--- src/rtl/fc_pkg.sv ---
// Shared helpers for the FC lane array: slice index arithmetic and the
// round/saturate steps used when finalising a lane result.
package fc_pkg;

    localparam int WIDE_W = 64;

    typedef logic signed [WIDE_W-1:0] wide_t;

    typedef struct packed {
        logic  hit;
        wide_t val;
    } sat_res_t;

    // Never returns less than 1 so depth-1 FIFOs still get a 1-bit pointer.
    function automatic int clog2(input int n);
        int r;
        r = 0;
        while ((1 << r) < n) r++;
        return (r < 1) ? 1 : r;
    endfunction

    function automatic int ch_lsb(input int c, input int dw);
        return c * dw;
    endfunction

    function automatic int wt_lsb(input int k, input int c, input int cpf, input int wq);
        return (k * cpf + c) * wq;
    endfunction

    function automatic int lane_lsb(input int k, input int dw);
        return k * dw;
    endfunction

    // Round half up, then arithmetic shift down to the output scale.
    function automatic wide_t round_shr(input wide_t v, input int shr);
        wide_t half;
        if (shr <= 0) return v;
        half = wide_t'(1) <<< (shr - 1);
        return (v + half) >>> shr;
    endfunction

    function automatic sat_res_t sat_clip(input wide_t v, input int w);
        sat_res_t res;
        wide_t    hi;
        wide_t    lo;
        hi = (wide_t'(1) <<< (w - 1)) - wide_t'(1);
        lo = -(wide_t'(1) <<< (w - 1));
        res.hit = 1'b0;
        res.val = v;
        if (v > hi) begin
            res.hit = 1'b1;
            res.val = hi;
        end else if (v < lo) begin
            res.hit = 1'b1;
            res.val = lo;
        end
        return res;
    endfunction

endpackage

--- src/rtl/fc_out_fifo.sv ---
// Show-ahead result FIFO; head word is presented whenever the FIFO is non-empty
// and reads as zero when empty.
module fc_out_fifo
    import fc_pkg::*;
#(
    parameter int DEPTH = 2,
    parameter int DW    = 64
) (
    input  logic                          clk,
    input  logic                          rst,
    input  logic                          push,
    input  logic [DW-1:0]                 din,
    input  logic                          pop,
    output logic [DW-1:0]                 dout,
    output logic                          nonempty,
    output logic [clog2(DEPTH+1)-1:0]     count
);
    localparam int PTR_W = clog2(DEPTH);
    localparam int CNT_W = clog2(DEPTH + 1);

    logic [DW-1:0]    mem [DEPTH];
    logic [PTR_W-1:0] wr_ptr;
    logic [PTR_W-1:0] rd_ptr;

    function automatic logic [PTR_W-1:0] ptr_inc(input logic [PTR_W-1:0] p);
        return (p == PTR_W'(DEPTH - 1)) ? '0 : p + 1'b1;
    endfunction

    always_ff @(posedge clk or negedge rst) begin
        if (!rst) begin
            for (int i = 0; i < DEPTH; i++) mem[i] <= '0;
            wr_ptr <= '0;
            rd_ptr <= '0;
            count  <= '0;
        end else begin
            if (push) begin
                mem[wr_ptr] <= din;
                wr_ptr      <= ptr_inc(wr_ptr);
            end
            if (pop) rd_ptr <= ptr_inc(rd_ptr);
            case ({push, pop})
                2'b10:   count <= count + 1'b1;
                2'b01:   count <= count - 1'b1;
                default: count <= count;
            endcase
        end
    end

    assign nonempty = (count != '0);
    assign dout     = nonempty ? mem[rd_ptr] : '0;

    logic unused_cnt_w;
    assign unused_cnt_w = (CNT_W == 0);

endmodule

--- src/rtl/fc_lane_array.sv ---
// FC compute core: KPF lanes of CPF-wide signed dot products, accumulated per
// vector, biased, rounded/saturated and queued behind a credit-protected FIFO.
module fc_lane_array
    import fc_pkg::*;
#(
    parameter int CPF       = 4,
    parameter int KPF       = 4,
    parameter int DIN_DW    = 16,
    parameter int WQ        = 4,
    parameter int BQ        = 4,
    parameter int ACC_W     = 40,
    parameter int DOUT_DW   = 16,
    parameter int BIAS_SHL  = 4,
    parameter int OUT_SHR   = 4,
    parameter int RELU      = 0,
    parameter int OUT_DEPTH = 2
) (
    input  logic                    clk,
    input  logic                    rst,
    input  logic                    op_din_en,
    input  logic                    op_din_eop,
    input  logic [CPF*DIN_DW-1:0]   op_din,
    input  logic [KPF*CPF*WQ-1:0]   op_weight,
    input  logic [KPF*BQ-1:0]       op_bias,
    output logic                    op_din_rdy,
    output logic                    dout_en,
    input  logic                    dout_rdy,
    output logic [KPF*DOUT_DW-1:0]  dout,
    output logic [KPF-1:0]          sat_flag,
    input  logic                    sat_clr,
    output logic                    proto_err
);
    localparam int PROD_W = DIN_DW + WQ;
    localparam int CNT_W  = clog2(OUT_DEPTH + 1);

    logic             accept;
    logic             accept_eop;
    logic             push;
    logic             pop;
    logic [CNT_W-1:0] fifo_count;
    logic [CNT_W-1:0] inflight;
    logic [CNT_W:0]   credit_used;

    // Every eop in the pipe already owns a FIFO slot, so a push can never overflow.
    assign credit_used = {1'b0, fifo_count} + {1'b0, inflight};
    assign op_din_rdy  = credit_used < (CNT_W + 1)'(OUT_DEPTH);
    assign accept      = op_din_en & op_din_rdy;
    assign accept_eop  = accept & op_din_eop;

    logic signed [PROD_W-1:0] din_x  [CPF];
    logic signed [PROD_W-1:0] wt_x   [KPF][CPF];
    logic signed [PROD_W-1:0] prod   [KPF][CPF];

    always_comb begin
        for (int c = 0; c < CPF; c++) begin
            din_x[c] = PROD_W'($signed(op_din[ch_lsb(c, DIN_DW) +: DIN_DW]));
        end
        for (int k = 0; k < KPF; k++) begin
            for (int c = 0; c < CPF; c++) begin
                wt_x[k][c] = PROD_W'($signed(op_weight[wt_lsb(k, c, CPF, WQ) +: WQ]));
                prod[k][c] = din_x[c] * wt_x[k][c];
            end
        end
    end

    logic                     s1_vld;
    logic                     s1_eop;
    logic [KPF*BQ-1:0]        s1_bias;
    logic signed [PROD_W-1:0] s1_prod [KPF][CPF];

    always_ff @(posedge clk or negedge rst) begin
        if (!rst) begin
            s1_vld  <= 1'b0;
            s1_eop  <= 1'b0;
            s1_bias <= '0;
            for (int k = 0; k < KPF; k++)
                for (int c = 0; c < CPF; c++) s1_prod[k][c] <= '0;
        end else begin
            s1_vld <= accept;
            s1_eop <= accept_eop;
            if (accept) begin
                s1_bias <= op_bias;
                for (int k = 0; k < KPF; k++)
                    for (int c = 0; c < CPF; c++) s1_prod[k][c] <= prod[k][c];
            end
        end
    end

    logic signed [ACC_W-1:0] lane_sum [KPF];

    always_comb begin
        for (int k = 0; k < KPF; k++) begin
            lane_sum[k] = '0;
            for (int c = 0; c < CPF; c++) lane_sum[k] = lane_sum[k] + ACC_W'(s1_prod[k][c]);
        end
    end

    logic                    s2_vld;
    logic                    s2_eop;
    logic [KPF*BQ-1:0]       s2_bias;
    logic signed [ACC_W-1:0] s2_sum [KPF];

    always_ff @(posedge clk or negedge rst) begin
        if (!rst) begin
            s2_vld  <= 1'b0;
            s2_eop  <= 1'b0;
            s2_bias <= '0;
            for (int k = 0; k < KPF; k++) s2_sum[k] <= '0;
        end else begin
            s2_vld <= s1_vld;
            s2_eop <= s1_eop;
            if (s1_vld) begin
                s2_bias <= s1_bias;
                for (int k = 0; k < KPF; k++) s2_sum[k] <= lane_sum[k];
            end
        end
    end

    logic                    first;
    logic                    s3_vld;
    logic signed [ACC_W-1:0] acc      [KPF];
    logic signed [ACC_W-1:0] acc_next [KPF];
    logic signed [ACC_W-1:0] bias_sh  [KPF];
    logic signed [ACC_W-1:0] s3_total [KPF];

    always_comb begin
        for (int k = 0; k < KPF; k++) begin
            acc_next[k] = first ? s2_sum[k] : acc[k] + s2_sum[k];
            bias_sh[k]  = ACC_W'($signed(s2_bias[lane_lsb(k, BQ) +: BQ])) <<< BIAS_SHL;
        end
    end

    // first re-arms on every eop so a new vector never sees the old accumulator.
    always_ff @(posedge clk or negedge rst) begin
        if (!rst) begin
            first  <= 1'b1;
            s3_vld <= 1'b0;
            for (int k = 0; k < KPF; k++) begin
                acc[k]      <= '0;
                s3_total[k] <= '0;
            end
        end else begin
            s3_vld <= s2_vld & s2_eop;
            if (s2_vld) begin
                first <= s2_eop;
                for (int k = 0; k < KPF; k++) acc[k] <= acc_next[k];
            end
            if (s2_vld && s2_eop) begin
                for (int k = 0; k < KPF; k++) s3_total[k] <= acc_next[k] + bias_sh[k];
            end
        end
    end

    wide_t                  fin_val [KPF];
    sat_res_t               fin_res [KPF];
    logic [KPF-1:0]         lane_hit;
    logic [KPF*DOUT_DW-1:0] fifo_din;

    always_comb begin
        lane_hit = '0;
        fifo_din = '0;
        for (int k = 0; k < KPF; k++) begin
            fin_val[k] = wide_t'(s3_total[k]);
            if (RELU != 0 && fin_val[k] < 0) fin_val[k] = '0;
            fin_val[k] = round_shr(fin_val[k], OUT_SHR);
            fin_res[k] = sat_clip(fin_val[k], DOUT_DW);
            lane_hit[k] = fin_res[k].hit;
            fifo_din[lane_lsb(k, DOUT_DW) +: DOUT_DW] = fin_res[k].val[DOUT_DW-1:0];
        end
    end

    assign push = s3_vld;
    assign pop  = dout_en & dout_rdy;

    always_ff @(posedge clk or negedge rst) begin
        if (!rst) begin
            inflight <= '0;
        end else begin
            case ({accept_eop, push})
                2'b10:   inflight <= inflight + 1'b1;
                2'b01:   inflight <= inflight - 1'b1;
                default: inflight <= inflight;
            endcase
        end
    end

    // A fresh clamp wins over a same-cycle clear.
    always_ff @(posedge clk or negedge rst) begin
        if (!rst) begin
            sat_flag  <= '0;
            proto_err <= 1'b0;
        end else begin
            sat_flag <= (sat_clr ? '0 : sat_flag) | (push ? lane_hit : '0);
            if (op_din_en && !op_din_rdy) proto_err <= 1'b1;
        end
    end

    fc_out_fifo #(
        .DEPTH (OUT_DEPTH),
        .DW    (KPF * DOUT_DW)
    ) u_out_fifo (
        .clk      (clk),
        .rst      (rst),
        .push     (push),
        .din      (fifo_din),
        .pop      (pop),
        .dout     (dout),
        .nonempty (dout_en),
        .count    (fifo_count)
    );

endmodule

--- config.mk ---
export PLATFORM = sky130hd
export DESIGN_NAME = fc_lane_array
export DESIGN_NICKNAME = d
export VERILOG_FILES = /design/src/rtl/fc_pkg.sv /design/src/rtl/fc_out_fifo.sv /design/src/rtl/fc_lane_array.sv
export SDC_FILE = /design/constraint.sdc
export NUM_CORES = 2
export LEC_CHECK = 0
export CORE_AREA = 2 2 433 435
export CTS_BUF_LIST = sky130_fd_sc_hd__clkbuf_8
export CTS_CLUSTER_DIAMETER = 40
export DETAILED_ROUTE_END_ITERATION = 10
export DIE_AREA = 0 0 435 437
export PLACE_DENSITY = 0.66
export REMOVE_ABC_BUFFERS = 1
export SLEW_MARGIN = 20
export SYNTH_ARGS = -nofsm -noshare
export SYNTH_HDL_FRONTEND = slang
export SYNTH_SLANG_ARGS = --single-unit
--- constraint.sdc ---
create_clock -name clk -period 7.4 [get_ports clk]
set_clock_uncertainty 0.1 [all_clocks]
set_input_delay 1.48 -clock clk [delete_from_list [all_inputs] [get_ports clk]]
set_output_delay 1.48 -clock clk [all_outputs]
set_load 0.02 [all_outputs]
-- Word-level counts from Yosys, hierarchy flattened
Index checks and enable logic that the tools add are counted.
- flip-flop bits (word level): 977
- input port bits: 150
- output and inout port bits: 71
- word-level logic and storage cells: 146
- add/subtract/negate cells: 31
- $mul: 16
- $lt $le $gt $ge: 12
- eq/ne operators: 4
- mux-type cells: 25
- bitwise operators: 7
- reduce and logical (&&, ||, !) cells: 7
- operators with widths (cell ; number):
    65-bit two-way mux ; 8
    16-bit by 4-bit multiplier with 20-bit output ; 16
    64-bit two-way mux ; 5
    40-bit by 5-bit adder with 41-bit output, second input constant ; 4
    40-bit adder ; 4
    40-bit by 8-bit adder with 40-bit output ; 4
    40-bit two-way mux ; 4
    37-bit by 16-bit > comparator with 1-bit output, second input constant ; 4
    37-bit by 16-bit < comparator with 1-bit output, second input constant ; 4
    128-bit bitwise mux ; 1
    22-bit by 20-bit adder with 23-bit output ; 4
    21-bit by 20-bit adder with 22-bit output ; 4
    20-bit by 20-bit adder with 21-bit output ; 4
    64-bit demux with 1-bit select ; 1
    4-bit two-way mux ; 2
    2-bit case mux with 2 select lines ; 2
    2-bit nonzero test ; 3
    2-bit by 1-bit adder with 2-bit output, second input constant ; 2
    1-bit bitwise AND ; 4
    2-bit by 1-bit == test with 1-bit output, second input constant ; 2
    2-bit == test, second input constant ; 2
    2-bit >= comparator, second input constant ; 2
    1-bit NOT with 2-bit output ; 2
    4-bit OR ; 1
    8 further kinds ; 13

-- Depth between registers and ports, before layout
- depth after elaboration: 6
- depth in mapped cells: 28
- gate-level depth less buffers: 28

-- By module
Synthesis repeated with hierarchy kept, for this count alone.
- cells, all modules: 10326
- area, all modules: 92334.8 sq um
- by module, submodules not included (module ; times used ; cells an instance ; area each (sq um) ; seq. area each (sq um)):
    fc_lane_array ; 1 ; 9900 ; 86372.8 ; 19144.6
    fc_out_fifo ; 1 ; 426 ; 5962.0 ; 3303.2

-- Least setup slack after synthesis
OpenSTA, ideal clock, no wires.
- path type: in2reg
- from: in op_din[2]
- to: reg, netlist name s1_prod[319]
- arrival: 5.867 ns
- required time: 7.169 ns
- setup slack: 1.301 ns
- stages on the path: 22
- path buffers: 1
- cell sequence: clkbuf_1 and2_1 fa_1 inv_1 fa_1 fa_1 inv_1 ha_1 inv_1 fa_1 nor2b_1 o21ai_0 a21boi_0 o21ai_0 a21boi_0 o21ai_0 a21boi_0 o21ai_0 a211o_1 o21ai_0 or3_1 nand3_1
- cells in the longest elaborated chain, start to end: 1
- ends and longest elaborated chain (element ; line ; text):
    start, declared ; fc_lane_array.sv:22 ; input logic [CPF*DIN_DW-1:0] op_din,
    16-bit by 4-bit multiplier with 20-bit output ; fc_lane_array.sv:61 ; prod[k][c] = din_x[c] * wt_x[k][c];
No other way between the ends.
A chain may end at the register's enable or synchronous reset.

==> results.py <==
metrics = {
    "min_path": {
        "hold_class": "register to register",
        "worstHoldPathCells": 0,
        "min_to": "s2_eop",
        "hold_start": "s1_eop",
    },
    "worst_setup_path": {
        "ff2ff_path_depth": 27,
        "max_stage_delay_ns": 0.44,
        "critPathLaunchType": "register",
        "cp_common_cell": "a21oi_1",
        "critPathTopFamily": "compound AO/OA/AOI/OAI gates",
        "cp-end-kind": "register",
        "rr_startpoint": "s2_sum[80]",
        "rr_endpoint": "s3_total[119]",
        "cp_num_buf_inv": 0,
        "r2r_slack_ns": 0.76,
        "cpMaxStageDelayCell": "o41ai_1",
        "path_max_fanout": 5,
        "cp.required_ns": 8.16,
        "arrival_ns": 7.40,
        "criticalPathCategory": "register to register",
    },
    "route": {
        "routed_wl_um": 245000,
        "wire_per_inst_um": 18.5,
        "via_count": 73500,
        "firstDrtPassIters": 8,
        "drt_iter0_markers": 4616,
        "avgViaCountPerCell": 5.56,
        "drc": 0,
        "ant_nets": 0,
    },
    "sta": {
        "relSlewSlack_pct": 21.6,
        "fin_crit_ns": 6.64,
        "worst_pin_slew_ns": 1.17,
        "drv_slew": 0,
        "hold_viol": 0,
        "max_freq_mhz": 150,
        "finalSetupViolations": 0,
        "finalCritPeriodShare_pct": 89.8,
        "fin_hold_ws_ns": 0.257,
        "fin_tns_setup_ns": 0,
        "rsz0062_at_grt": "no",
    },
    "synthesis": {
        "yosysWarnings": 0,
        "synth_seq_area_share_pct": 24.4,
        "syn-instance-count": 10400,
        "ys_ff_latch": 897,
        "synth-main-ff-cell": "dfrtp_1",
        "async_reset_ff_share_pct": 100,
        "ys_types": 102,
        "synthesis.area_sq_mm": 0.0920,
        "yosysTopAreaCell": "dfrtp_1",
        "synth_area_leaders": "dfrtp_1, fa_1, ha_1",
        "syn_area_per_cell_sq_um": 8.83,
        "synth_edf_count": 0,
        "netlist.area_leader.share_pct": 24.4,
    },
    "die": {
        "core_sq_mm": 0.185,
        "die_w_um": 435,
        "io_pins": 221,
        "dieArea_sq_mm": 0.190,
        "start_util_pct": 49.7,
        "die_h_um": 437,
        "std_cell_rows": 158,
    },
    "cts": {
        "cts_hold_buffers": 0,
        "cts_buffer_depth": 3,
        "post_cts_buffers": 0,
        "cts_htree_levels": 4,
        "cts_buffers": 183,
        "cts-root-buf": "clkbuf_8",
        "post_cts_resized": 0,
        "clock_latency_ns": 0.96,
        "cts.reportedPaths.clkPinSlew_ns": 0.06,
        "clock-sinks": 897,
        "cts_tree": "done",
    },
    "layout": {
        "drive_gt1_share_pct": 7.26,
        "syn2layout_area_growth_pct": 10.2,
        "nets": 12400,
        "instances_no_fill": 13200,
        "final_area_sq_mm": 0.101,
    },
    "global_route": {
        "grt-ovfl-total": 0,
        "antenna_found_initial": 11,
        "grt_pass1_wl_um": 398000,
        "first_global_vias": 73900,
        "grt_max_degree": 211,
        "grt_use_total_pct": 25.8,
    },
    "run_status": {
        "status": "finished, final reports clean",
    },
    "placed_design": {
        "dp_cells": 12900,
        "placed_area_sq_mm": 0.0971,
        "dp.final_hpwl_um": 193000,
        "port_buffers": 220,
        "place_congestion": 0.927,
    },
    "run": {
        "cap_violations": 0,
    },
}
[cell usage in the layout, fill, tap and decap left out, types with 67 or more instances in the layout]
cell             instances
nor3_1                 115
a21o_1                 193
o31ai_1                 88
and2_1                 341
buf_4                  144
nand2_1               1608
xor2_1                 277
clkbuf_8               219
nor2_1                 490
and3_1                  68
clkdlybuf4s50_1        219
nand4_1                 67
a31oi_1                 78
inv_1                  884
nand3_1                186
mux2_2                 243
o21a_1                  75
dfrtp_1                893
xnor2_1                366
o21ai_0                736
mux2i_1                 80
fa_1                   701
a21oi_1                436
nand2b_1               300
o21ai_1                186
ha_1                   971
o21bai_1                71
[flip-flops by register name (all words and copies together), names as in the netlist]
register	cells
first	1
u_out_fifo.count	2
sat_flag	4
s2_eop	1
u_out_fifo.wr_ptr	1
acc	160
inflight	2
s1_prod	320
s3_total	148
s1_vld	1
u_out_fifo.rd_ptr	1
s2_bias	16
s2_sum	92
s1_bias	16
u_out_fifo.mem	128
proto_err	1
s2_vld	1
push	1
s1_eop	1
[cell usage after synthesis (all sizes together), types with 19 or more instances]
| master | n |
|---|---|
| nand2 | 1611 |
| ha | 971 |
| o21ai | 924 |
| dfrtp | 896 |
| inv | 858 |
| fa | 701 |
| nor2 | 493 |
| a21oi | 438 |
| xnor2 | 366 |
| clkbuf | 354 |
| and2 | 341 |
| nand2b | 301 |
| xor2 | 277 |
| mux2 | 244 |
| a21o | 193 |
| nand3 | 186 |
| nor3 | 117 |
| o31ai | 89 |
| a31oi | 80 |
| mux2i | 80 |
| o21a | 75 |
| o21bai | 71 |
| and3 | 69 |
| nand4 | 69 |
| nor2b | 59 |
| or3 | 52 |
| a211oi | 49 |
| a21boi | 49 |
| buf | 38 |
| nor4 | 33 |
| o211ai | 30 |
| o22ai | 26 |
| o41ai | 21 |
| or2 | 21 |
| a211o | 20 |
| a311oi | 19 |
| o2111ai | 19 |
[cell type report]
type                    instances  area (sq um)
inverters                     859          3230
clock inverters               111          1220
diodes                          7          17.5
multi-input cells            8270         64900
repair buffers                371          3440
clock buffers                 219          3010
fillers                     16900         83600
flip-flops and latches        897         22500
well taps                    2480          3100
[layer usage]
metal / global-route usage [%] / wire length (um) / vias to the layer above
li1: - / - / 35700
met1: 36.0 / 114000 / 35800
met2: 41.6 / 111000 / 1634
met3: 2.84 / 10600 / 399
met4: 9.54 / 9270 / 0
met5: 0 / 0 / -
[kinds of logic (layout without fill, tap and decap cells)]
family,Yosys count,in the layout,synth area share (%)
AND/OR/NAND/NOR,3408,3408,17.2
buffers and inverters,1251,1560,5.13
XOR/XNOR,647,647,6.22
other,0,7,0
AO/OA/AOI/OAI,2219,2219,14.7
adder cells (fa/ha/maj),1672,1672,28.4
multiplexers,324,324,3.86
flip-flops,897,897,24.4
[stage by stage]
step	setup slack (ns)	utilization (%)
after floorplan	-9.38	-
after global routing	0.371	54.8
after CTS	0.866	54.8
final	0.755	54.8
after detailed placement	0.219	52.5
after global placement	0.250	52.5
[worst max path at each step]
stage                     from            end  cells past startpoint
floorplan            op_din_en   s1_prod[119]                      5
global placement    op_din[33]   s1_prod[279]                     22
detailed placement  op_din[33]   s1_prod[279]                     22
finish              s2_sum[80]  s3_total[119]                     27
global route        s2_sum[80]  s3_total[119]                     27
CTS                 s2_sum[80]  s3_total[119]                     27
Power is left out: the tool's default activity adds up to more than one toggle a clock period on the data nets, which glitch-free logic cannot reach.
